$ cat src/rtl/aes_pkg.sv
// aes_pkg: shared AES definitions used by the key schedule and the cipher
// cores. Holds the forward S-box table, the GF(2^8) helper functions, the
// key-schedule FSM state type and the common word/block widths.
package aes_pkg;

  localparam int WORD_W  = 32;
  localparam int BLOCK_W = 128;

  typedef enum logic [1:0] {
    IDLE,
    EXPAND,
    DONE
  } ks_state_t;

  // Forward S-box, entry 0 in the most significant byte.
  localparam logic [2047:0] SBOX_TABLE = {
    128'h637c777bf26b6fc53001672bfed7ab76,
    128'hca82c97dfa5947f0add4a2af9ca472c0,
    128'hb7fd9326363ff7cc34a5e5f171d83115,
    128'h04c723c31896059a071280e2eb27b275,
    128'h09832c1a1b6e5aa0523bd6b329e32f84,
    128'h53d100ed20fcb15b6acbbe394a4c58cf,
    128'hd0efaafb434d338545f9027f503c9fa8,
    128'h51a3408f929d38f5bcb6da2110fff3d2,
    128'hcd0c13ec5f974417c4a77e3d645d1973,
    128'h60814fdc222a908846eeb814de5e0bdb,
    128'he0323a0a4906245cc2d3ac629195e479,
    128'he7c8376d8dd54ea96c56f4ea657aae08,
    128'hba78252e1ca6b4c6e8dd741f4bbd8b8a,
    128'h703eb5664803f60e613557b986c11d9e,
    128'he1f8981169d98e949b1e87e9ce5528df,
    128'h8ca1890dbfe6426841992d0fb054bb16
  };

  // Entry x sits at bit offset (255-x)*8, and 255-x is simply ~x.
  function automatic logic [7:0] sbox(input logic [7:0] x);
    return SBOX_TABLE[{~x, 3'b000} +: 8];
  endfunction

  // Multiply by x in GF(2^8) with the AES reduction polynomial.
  function automatic logic [7:0] xtime(input logic [7:0] b);
    return {b[6:0], 1'b0} ^ (b[7] ? 8'h1b : 8'h00);
  endfunction

endpackage

$ cat src/rtl/aes_key_schedule_if.sv
// aes_key_schedule_if: request/result bundle between a key-schedule client
// and the key schedule. The master drives start/key, the slave (the key
// schedule) returns busy/valid and the packed round keys.
// Optional macro KEY_SCHED_ZEROIZE_EN adds the zeroize request line.
interface aes_key_schedule_if
  import aes_pkg::*;
#(
  parameter int Nk = 4,
  parameter int Nr = 10
);

  logic                        start;
  logic [WORD_W*Nk-1:0]        key;
  logic                        busy;
  logic                        valid;
  logic [BLOCK_W*(Nr+1)-1:0]   all_keys;

`ifdef KEY_SCHED_ZEROIZE_EN
  logic                        zeroize;

  modport master (
    output start, key, zeroize,
    input  busy, valid, all_keys
  );

  modport slave (
    input  start, key, zeroize,
    output busy, valid, all_keys
  );
`else
  modport master (
    output start, key,
    input  busy, valid, all_keys
  );

  modport slave (
    input  start, key,
    output busy, valid, all_keys
  );
`endif

endinterface

$ cat src/rtl/aes_sub_word.sv
// aes_sub_word: SubWord for the key schedule, four parallel S-box lookups
// on a 32-bit word. Purely combinational; one instance is shared by the
// RotWord path and the Nk=8 mid-window path.
module aes_sub_word
  import aes_pkg::*;
(
  input  logic [WORD_W-1:0] word,
  output logic [WORD_W-1:0] sub
);

  // Substitute each byte independently through the S-box.
  always_comb begin
    sub = {sbox(word[31:24]), sbox(word[23:16]), sbox(word[15:8]), sbox(word[7:0])};
  end

endmodule

$ cat src/rtl/aes_key_schedule.sv
// aes_key_schedule: sequential AES key expansion. Loads Nk key words, then
// produces one schedule word per clock from a sliding window of the last
// Nk words until all 4*(Nr+1) words are written, then holds the packed
// round keys with valid high. Nk must be 4, 6 or 8 and Nr must be Nk+6.
// Optional macro KEY_SCHED_ZEROIZE_EN adds a zeroize request that wipes
// all key material and returns to IDLE in one cycle.
module aes_key_schedule
  import aes_pkg::*;
#(
  parameter int Nk = 4,
  parameter int Nr = 10
)
(
  input logic clk,
  input logic rst,
  aes_key_schedule_if.slave bus
);

  localparam int         NWORDS    = 4 * (Nr + 1);
  localparam logic [5:0] LAST_IDX  = 6'(NWORDS - 1);
  localparam logic [5:0] FIRST_IDX = 6'(Nk);
  localparam logic [2:0] LAST_PH   = 3'(Nk - 1);

  ks_state_t                  state;
  ks_state_t                  state_next;
  logic [WORD_W-1:0]          window [Nk];
  logic [5:0]                 idx;
  logic [2:0]                 phase;
  logic [7:0]                 rcon;
  logic [BLOCK_W*(Nr+1)-1:0]  all_keys_q;

  logic                       load;
  logic                       step;
  logic                       clear;
  logic                       zeroize_req;

  logic [WORD_W-1:0]          w_prev;
  logic [WORD_W-1:0]          sub_in;
  logic [WORD_W-1:0]          sub_out;
  logic [WORD_W-1:0]          temp;
  logic [WORD_W-1:0]          w_new;

`ifdef KEY_SCHED_ZEROIZE_EN
  assign zeroize_req = bus.zeroize;
`else
  assign zeroize_req = 1'b0;
`endif

  // The newest window word feeds the transform; RotWord only on the rcon step.
  assign w_prev = window[Nk-1];
  assign sub_in = (phase == 3'd0) ? {w_prev[23:0], w_prev[31:24]} : w_prev;

  aes_sub_word u_sub_word (
    .word (sub_in),
    .sub  (sub_out)
  );

  // Select the transform t for the current position and form w[i].
  always_comb begin
    temp = w_prev;
    if (phase == 3'd0) begin
      temp = sub_out ^ {rcon, 24'h000000};
    end else if ((Nk == 8) && (phase == 3'd4)) begin
      temp = sub_out;
    end
    w_new = window[0] ^ temp;
  end

  // State register; reset returns to IDLE regardless of other requests.
  always_ff @(posedge clk) begin
    if (rst) begin
      state <= IDLE;
    end else begin
      state <= state_next;
    end
  end

  // Next-state and datapath strobes; zeroize overrides start in every state.
  always_comb begin
    state_next = state;
    load       = 1'b0;
    step       = 1'b0;
    clear      = 1'b0;
    if (zeroize_req) begin
      clear      = 1'b1;
      state_next = IDLE;
    end else begin
      case (state)
        IDLE: begin
          if (bus.start) begin
            load       = 1'b1;
            state_next = EXPAND;
          end
        end
        EXPAND: begin
          step = 1'b1;
          if (idx == LAST_IDX) begin
            state_next = DONE;
          end
        end
        DONE: begin
          if (bus.start) begin
            load       = 1'b1;
            state_next = EXPAND;
          end
        end
        default: state_next = IDLE;
      endcase
    end
  end

  // Window, index, rcon and the packed key vector; unwritten words hold on restart.
  always_ff @(posedge clk) begin
    if (rst || clear) begin
      all_keys_q <= '0;
      for (int j = 0; j < Nk; j++) begin
        window[j] <= '0;
      end
      idx   <= '0;
      phase <= '0;
      rcon  <= 8'h01;
    end else if (load) begin
      for (int j = 0; j < Nk; j++) begin
        window[j] <= bus.key[WORD_W*(Nk-j)-1 -: WORD_W];
        all_keys_q[(j/4)*BLOCK_W + BLOCK_W-1 - WORD_W*(j%4) -: WORD_W]
          <= bus.key[WORD_W*(Nk-j)-1 -: WORD_W];
      end
      idx   <= FIRST_IDX;
      phase <= '0;
      rcon  <= 8'h01;
    end else if (step) begin
      for (int j = 0; j < Nk-1; j++) begin
        window[j] <= window[j+1];
      end
      window[Nk-1] <= w_new;
      for (int n = 0; n < NWORDS; n++) begin
        if (idx == 6'(n)) begin
          all_keys_q[(n/4)*BLOCK_W + BLOCK_W-1 - WORD_W*(n%4) -: WORD_W] <= w_new;
        end
      end
      idx   <= idx + 6'd1;
      phase <= (phase == LAST_PH) ? 3'd0 : phase + 3'd1;
      if (phase == 3'd0) begin
        rcon <= xtime(rcon);
      end
    end
  end

  assign bus.busy     = (state == EXPAND);
  assign bus.valid    = (state == DONE);
  assign bus.all_keys = all_keys_q;

endmodule
$ cat src/flat_wrapper.sv
// flat-port wrapper written by rule: the top's interface ports become plain ports
module aes_key_schedule_flat import aes_pkg::*;
#(
  parameter int Nk = 4,
  parameter int Nr = 10
)
  (clk, rst, bus_start, bus_key, bus_busy, bus_valid, bus_all_keys);
  aes_key_schedule_if #(.Nk(Nk), .Nr(Nr)) bus_i ();
  input logic clk;
  input logic rst;
  input wire logic [$bits(bus_i.start)-1:0] bus_start;
  input wire logic [$bits(bus_i.key)-1:0] bus_key;
  output wire logic [$bits(bus_i.busy)-1:0] bus_busy;
  output wire logic [$bits(bus_i.valid)-1:0] bus_valid;
  output wire logic [$bits(bus_i.all_keys)-1:0] bus_all_keys;
  assign bus_i.start = bus_start;
  assign bus_i.key = bus_key;
  assign bus_busy = bus_i.busy;
  assign bus_valid = bus_i.valid;
  assign bus_all_keys = bus_i.all_keys;
  aes_key_schedule #(.Nk(Nk), .Nr(Nr)) u_core (.clk(clk), .rst(rst), .bus(bus_i));
endmodule
$ cat config.mk
export PLATFORM = sky130hd
export DESIGN_NAME = aes_key_schedule_flat
export DESIGN_NICKNAME = d
export VERILOG_FILES = /design/src/rtl/aes_pkg.sv /design/src/rtl/aes_key_schedule_if.sv /design/src/rtl/aes_sub_word.sv /design/src/rtl/aes_key_schedule.sv /design/src/flat_wrapper.sv
export SDC_FILE = /design/constraint.sdc
export NUM_CORES = 2
export LEC_CHECK = 0
export BUFFER_PORTS_ARGS = -buffer_cell sky130_fd_sc_hd__buf_2
export CELL_PAD_IN_SITES_DETAIL_PLACEMENT = 1
export CELL_PAD_IN_SITES_GLOBAL_PLACEMENT = 2
export CORE_AREA = 8 8 600 602
export DETAILED_ROUTE_END_ITERATION = 8
export DIE_AREA = 0 0 608 610
export PLACE_DENSITY = 0.67
export SYNTH_ARGS = -nofsm -noshare
export SYNTH_HDL_FRONTEND = slang
export SYNTH_SLANG_ARGS = --single-unit
$ cat constraint.sdc
create_clock -name clk -period 4.7 [get_ports clk]
set_clock_uncertainty 0.1 [all_clocks]
set_input_delay 0.47 -clock clk [delete_from_list [all_inputs] [get_ports clk]]
set_output_delay 0.47 -clock clk [all_outputs]
set_load 0.02 [all_outputs]
# Word-level counts from Yosys, hierarchy flattened

Memory sizes are Yosys's and may differ from the RTL's.
Index checks and enable logic that the tools add are counted.

Memories: 1
RAM bits: 128
Register bits after elaboration: 1427
Word-level logic and storage cells: 211
Bits of input ports: 131

Memory list:

| name          | words | width | read ports | clocked after Yosys merged registers in | wr ports | RTL line               | RTL |
|---|---|---|---|---|---|---|---|
| u_core.window | 4     | 32    | 4          | 0                                       | 4        | aes_key_schedule.sv:26 | `logic [WORD_W-1:0] window [Nk];` |

Add/sub/neg operators: 2
Bitwise logic cells: 16
Reductions and logical operators: 56
Multiplexer cells: 35
Shifts and indexed selects: 4
Eq/ne operators: 48

Operator list:

| cell                         | number |
|---|---|
| $shiftx A2048 B12 Y8 const A | 4 |
| $mux W32                     | 14 |
| $mux W128                    | 2 |
| $reduce_and A3 Y1            | 40 |
| $eq A6 B5 Y1 const B         | 16 |
| $eq A6 B6 Y1 const B         | 12 |
| $xor A32 B32 Y32             | 2 |
| $eq A6 B4 Y1 const B         | 8 |
| $not A8 Y8                   | 4 |
| $eq A6 B3 Y1 const B         | 4 |
| $eq A6 B2 Y1 const B         | 2 |
| $mux W1                      | 12 |
| $reduce_and A2 Y1            | 6 |
| $reduce_bool A2 Y1           | 5 |
| $mux W3                      | 3 |
| $or A1 B1 Y1                 | 8 |
| $xor A8 B8 Y8                | 1 |
| $add A6 B1 Y6 const B        | 1 |
| $eq A6 B1 Y1 const B         | 1 |
| $logic_not A6 Y1             | 1 |
| $mux W5                      | 1 |
| $mux W2                      | 2 |
| $ne A2 B1 Y1 const B         | 2 |
| $pmux W2 S2                  | 1 |
| 8 further kinds              | 9 |

# Logic depth before layout (Yosys ltp)

Word-level depth: 10
Gate-level depth with buffers: 21
Gate-level depth less buffers: 16

# Cells and area by module

From an unflattened synthesis, not the netlist that was laid out.

Cell total of the unflattened synthesis: 7706
Area total of the unflattened synthesis: 68739.7 µm²

By module, submodules not included:

| module           | area an instance (µm²) | instances | cells an instance | sequential area each (µm²) |
|---|---|---|---|---|
| aes_key_schedule | 55687.2                | 1         | 5543              | 32411.1 |
| aes_sub_word     | 13052.5                | 1         | 2163              | 0.0 |

# Worst setup path before layout

No wires, ideal clock.

Path type: reg-to-reg
From: reg u_core.phase[0]
To: mem u_core.window[3][8], data pin
Clock period less this slack: 4.772 ns
Stages on the path, launching flop included: 19
Required time: 4.333 ns
Path slack: -0.072 ns
Data arrival time: 4.404 ns
Setup time: 0.267 ns
Path through: dfxtp_1 > inv_1 > ha_1 > nor2b_1 > buf_4 > mux2_2 > clkbuf_1 > ha_1 > clkbuf_1 > inv_1 > a211oi_1 > a21oi_1 > a221oi_1 > o311a_1 > nor3_1 > a2111oi_2 > xor2_1 > clkbuf_1 > o21ai_0

RTL lines:

| what                   | RTL line                | RTL |
|---|---|---|
| from (decl)            | aes_key_schedule.sv:28  | `logic [2:0] phase;` |
| from (signal assigned) | aes_key_schedule.sv:142 | `phase <= (phase == LAST_PH) ? 3'd0 : phase + 3'd1;` |
| to (decl)              | aes_key_schedule.sv:26  |  |

# Final worst setup path

From: reg u_core.phase[0]
To: reg u_core.all_keys_q[512] (netlist: u_core.bus.all_keys[512])

Word-level cells in the longest chain between the ends: 7

RTL lines:

| what                            | RTL line                                       | RTL |
|---|---|---|
| $logic_not A3 Y1 (*)            | aes_key_schedule.sv:51, aes_key_schedule.sv:61 |  |
| $mux W32                        | aes_key_schedule.sv:51                         | `assign sub_in = (phase == 3'd0) ? {w_prev[23:0], w_prev[31:24]} : w_prev;` |
| $not A8 Y8                      | aes_pkg.sv:37                                  | `return SBOX_TABLE[{~x, 3'b000} +: 8];` |
| $shiftx A2048 B12 Y8            | aes_pkg.sv:37                                  |  |
| $xor A32 B32 Y32                | aes_key_schedule.sv:62                         | `temp = sub_out ^ {rcon, 24'h000000};` |
| $mux W32 (*)                    | aes_key_schedule.sv:61                         | `if (phase == 3'd0) begin` |
| $xor A32 B32 Y32 (*)            | aes_key_schedule.sv:66                         | `w_new = window[0] ^ temp;` |
| to (signal, indexed assignment) | aes_key_schedule.sv:138                        | `all_keys_q[(n/4)*BLOCK_W + BLOCK_W-1 - WORD_W*(n%4) -: WORD_W] <= w_new;` |
| to (decl)                       | aes_key_schedule.sv:30                         | `logic [BLOCK_W*(Nr+1)-1:0] all_keys_q;` |

Mark *: on every way between the ends. The rest lies on a longest branch, timed or not.
A chain may end at the register's enable or synchronous reset.

==> results_dict.tcl <==
set metrics [dict create \
    outcome "finished, violations left" \
    violations "negative setup slack" \
    p_sw_frac 0.4297 \
    cpPeakStageDelay_ns 0.41 \
    hpwl_mm 411.8 \
    routedWlPerCell_um 36.30 \
    yosys_warnings 0 \
    die_h_um 610 \
    fmax_mhz 209.9 \
    die_x_um 608 \
    cts.sinks 1555 \
    switchingPower_mw 23.55 \
    finalSetupViolCount 6 \
    vias_per_cell 5.282 \
    synthAdderAreaFrac 0.009889 \
    route.detailed.drc 0 \
    nNetsFinal 10540 \
    antenna_found_initial 80 \
    seq_power_share 0.257 \
    synth_simple_gate_area_share 0.1970 \
    p_comb_frac 0.468 \
    dr.first_iter.drc_count 7150 \
    synth_top_area_frac 0.4032 \
    layout_setup_ws_ns -0.06319 \
    synth_edf_count 128 \
    clkTransAtPathRegs_ns 0.06 \
    worstRegToRegCells 18 \
    grt_util_all_layers 0.2784 \
    cp.depth 18 \
    vdd_drop_max_mv 0.4894 \
    vias 80070 \
    synth_commonest_cells "1427 x dfxtp_1, 1023 x nor2_1, 898 x o21ai_0, 687 x nand3b_1, 635 x clkbuf_1" \
    relSlewSlack 0.05670 \
    clockPowerShare 0.275 \
    p_per_area_mw_per_mm2 537.0 \
    async_flop_share 0 \
    coreArea_mm2 0.3508 \
    layout.cells.non_filler 15160 \
    yosys.area.top_type "dfxtp_1" \
    drive_above_1_share 0.3412 \
    cts_tree "yes" \
    ys_top_cells_by_area "dfxtp_1 40%, nand3b_1 7.3%, o21ai_0 6.3%" \
    hold_viol 0 \
    cpMostUsedCell "buf_4" \
    avgSynthCellArea_um2 8.794 \
    path_max_fanout 40 \
    min_period_ns 4.763 \
    first_pass_iters 6 \
    grt_pass1_vias 81780 \
    worstHoldPathCells 3 \
    cts_made_buffers 187 \
    fin_crit_sh 1.013 \
    synthMuxAreaShare 0.01331 \
    io_buffer_count 1540 \
    end_kind "flip-flop" \
    synth.distinct_cells 106 \
    drv_slew 0 \
    place_inst 14610 \
    ys.flop_type "dfxtp_1" \
    clock_latency_ns 0.93 \
    io_pins 1541 \
    routed_wl_mm 550.3 \
    cts_root_buf "clkbuf_16" \
    synth_compound_area_frac 0.2529 \
    seq_area_frac_synth 0.4574 \
    drv_cap 0 \
    clk_path_buf_depth 4 \
    grt_max_degree 211 \
    cpLargestDelayFamily "buffers and inverters" \
    worst_path_max_delay_cell "mux2_2" \
    reg2reg_slack_ns -0.06 \
    fin_hold_ws_ns 0.02392 \
    synth_top_family_by_area "compound AO/OA/AOI/OAI gates" \
    rows 218 \
    worst_pin_slew_ns 1.415 \
    post-synth-top-count-cell "dfxtp_1" \
    rsz0062_at_grt "true" \
    syn_area_mm2 0.07086 \
    synthToLayoutAreaGrowth_pct 44.01 \
    die-area_mm2 0.3709 \
    hold_path.class "input port to flip-flop" \
    htree_levels 4 \
    gp_congestion 0.9607 \
    grt-ovfl-total 0 \
    ant_nets 0 \
    cp.arrival_ns 5.38 \
    p_int_mw 31.25 \
    syn_nets 8244 \
    crit_type "flip-flop to flip-flop" \
    worstPathCellList "inv_2, ha_4, nand2b_4, buf_4, mux2_2, ha_1, buf_4, buf_4, inv_1, o311ai_0, o21ai_0, a211o_1, nand3_1, o211ai_1, buf_4, xor2_4, buf_12, a211oi_1" \
    crit_buf_inv 7 \
    critPathRequiredTime_ns 5.31 \
    grt_first_pass_wirelength_mm 734.5 \
    power.leakage_nw 41.03 \
    netlist_instances 8057 \
    cp-start-kind "flip-flop" \
    synth_seq_cells 1555 \
    synth-xor-area-share 0.008441 \
    initial_core_util 0.2020 \
]
layout make-up:
cell class                 count  area (um2)
fill                       40900      248700
clock inverter                64       825.8
multi-input combinational   5529       35730
timing repair buffer        3021       21560
inverter                      58       229.0
clock buffer                 269        5399
tap                         4620        5781
sequential                  1555       32410
antenna                       44       110.1
cells by family after synthesis:
kind of cell	after synthesis
adder cells (fa/ha/maj)	56
flip-flops	1555
multiplexers	84
buffers and inverters	973
AO/OA/AOI/OAI	2640
AND/OR/NAND/NOR	2694
XOR/XNOR	55
metal layers:
layer | wire length, um | GRT usage | part of all wire
met1 | 218100 | 0.3314 | 0.40
met2 | 256600 | 0.4616 | 0.47
met3 | 37670 | 0.05974 | 0.068
met4 | 37840 | 0.1644 | 0.069
met5 | 61 | 0 | 0.00011
placed cells by master (no fill, tap or decap), types with 22 or more instances in the layout:
master and n:
a211oi_2 101, nand3b_1 687, dlygate4sd3_1 120, inv_1 42, buf_4 1162, a211oi_1 500
clkbuf_1 42, mux2_2 22, buf_12 162, o221ai_1 57, clkinv_2 23, a221oi_1 32
clkbuf_16 191, diode_2 44, nand2_1 384, or3_1 48, o21ai_0 890, a211o_1 23
o22ai_1 44, o31ai_1 39, dfxtp_1 1425, ha_1 43, a311oi_1 40, o311ai_0 79
nor2_2 29, nor2_1 982, a22oi_1 109, mux2i_1 39, edfxtp_1 128, o21ai_1 33
o211ai_1 107, a21oi_1 213, nand3_1 103, buf_2 1539, a22o_1 41, a31oi_1 55
nand2b_1 50, clkbuf_8 39, nor3_1 215
worst min-delay path, cell delays in order:
cell and delay [ns]:
buf_2 0.26, a22oi_1 0.14, o21ai_1 0.07
flip-flops by register name (all words and copies together), names as in the netlist:
register and count:
u_core.bus.all_keys 1408, u_core.idx 6, u_core.state 2, u_core.phase 3, u_core.window 128, u_core.rcon 8
repair_timing:
action / CTS / global route
hold buffers: 120 / 0
setup endpoints to repair: 1072 / 1014
pin swaps: 19 / 29
hold endpoints to repair: 202 / 0
gates resized for setup: 100 / 106
setup buffers: 28 / 20
cloned: 6 / 3
stage by stage:
step	setup slack, ns	utilization	power (mW)	instance area, um2	TNS, ns
floorplan	0.03399	-	22.23	70860	0
global placement	-0.8839	0.2645	37.75	92780	-324.62
detailed placement	-0.9035	0.2645	37.60	92780	-296.57
CTS	-0.0006741	0.2884	54.11	101200	-0.0006741
global route	-0.08371	0.2907	56.08	102000	-1.424
finish	-0.06319	0.2909	54.80	102000	-0.1258
power by group through the flow:
stage,combinational (mW),sequential [mW],clock (mW)
after detailed placement,23.2,14.4,0
after floorplan,7.97,14.3,0
after CTS,24.7,14.1,15.3
after global routing,26.1,14.1,15.9
final,25.6,14.1,15.1
after global placement,23.4,14.4,0
worst paths after layout:
check	start	end
worst max register to register	u_core.phase[0]	u_core.bus.all_keys[512]
worst min register to register	u_core.bus.all_keys[120]	u_core.bus.all_keys[120]
worst max-delay path	u_core.phase[0]	u_core.bus.all_keys[512]
worst min-delay path	bus_key[60]	u_core.bus.all_keys[60]
Note: power is estimated with default switching activity, not from simulation.
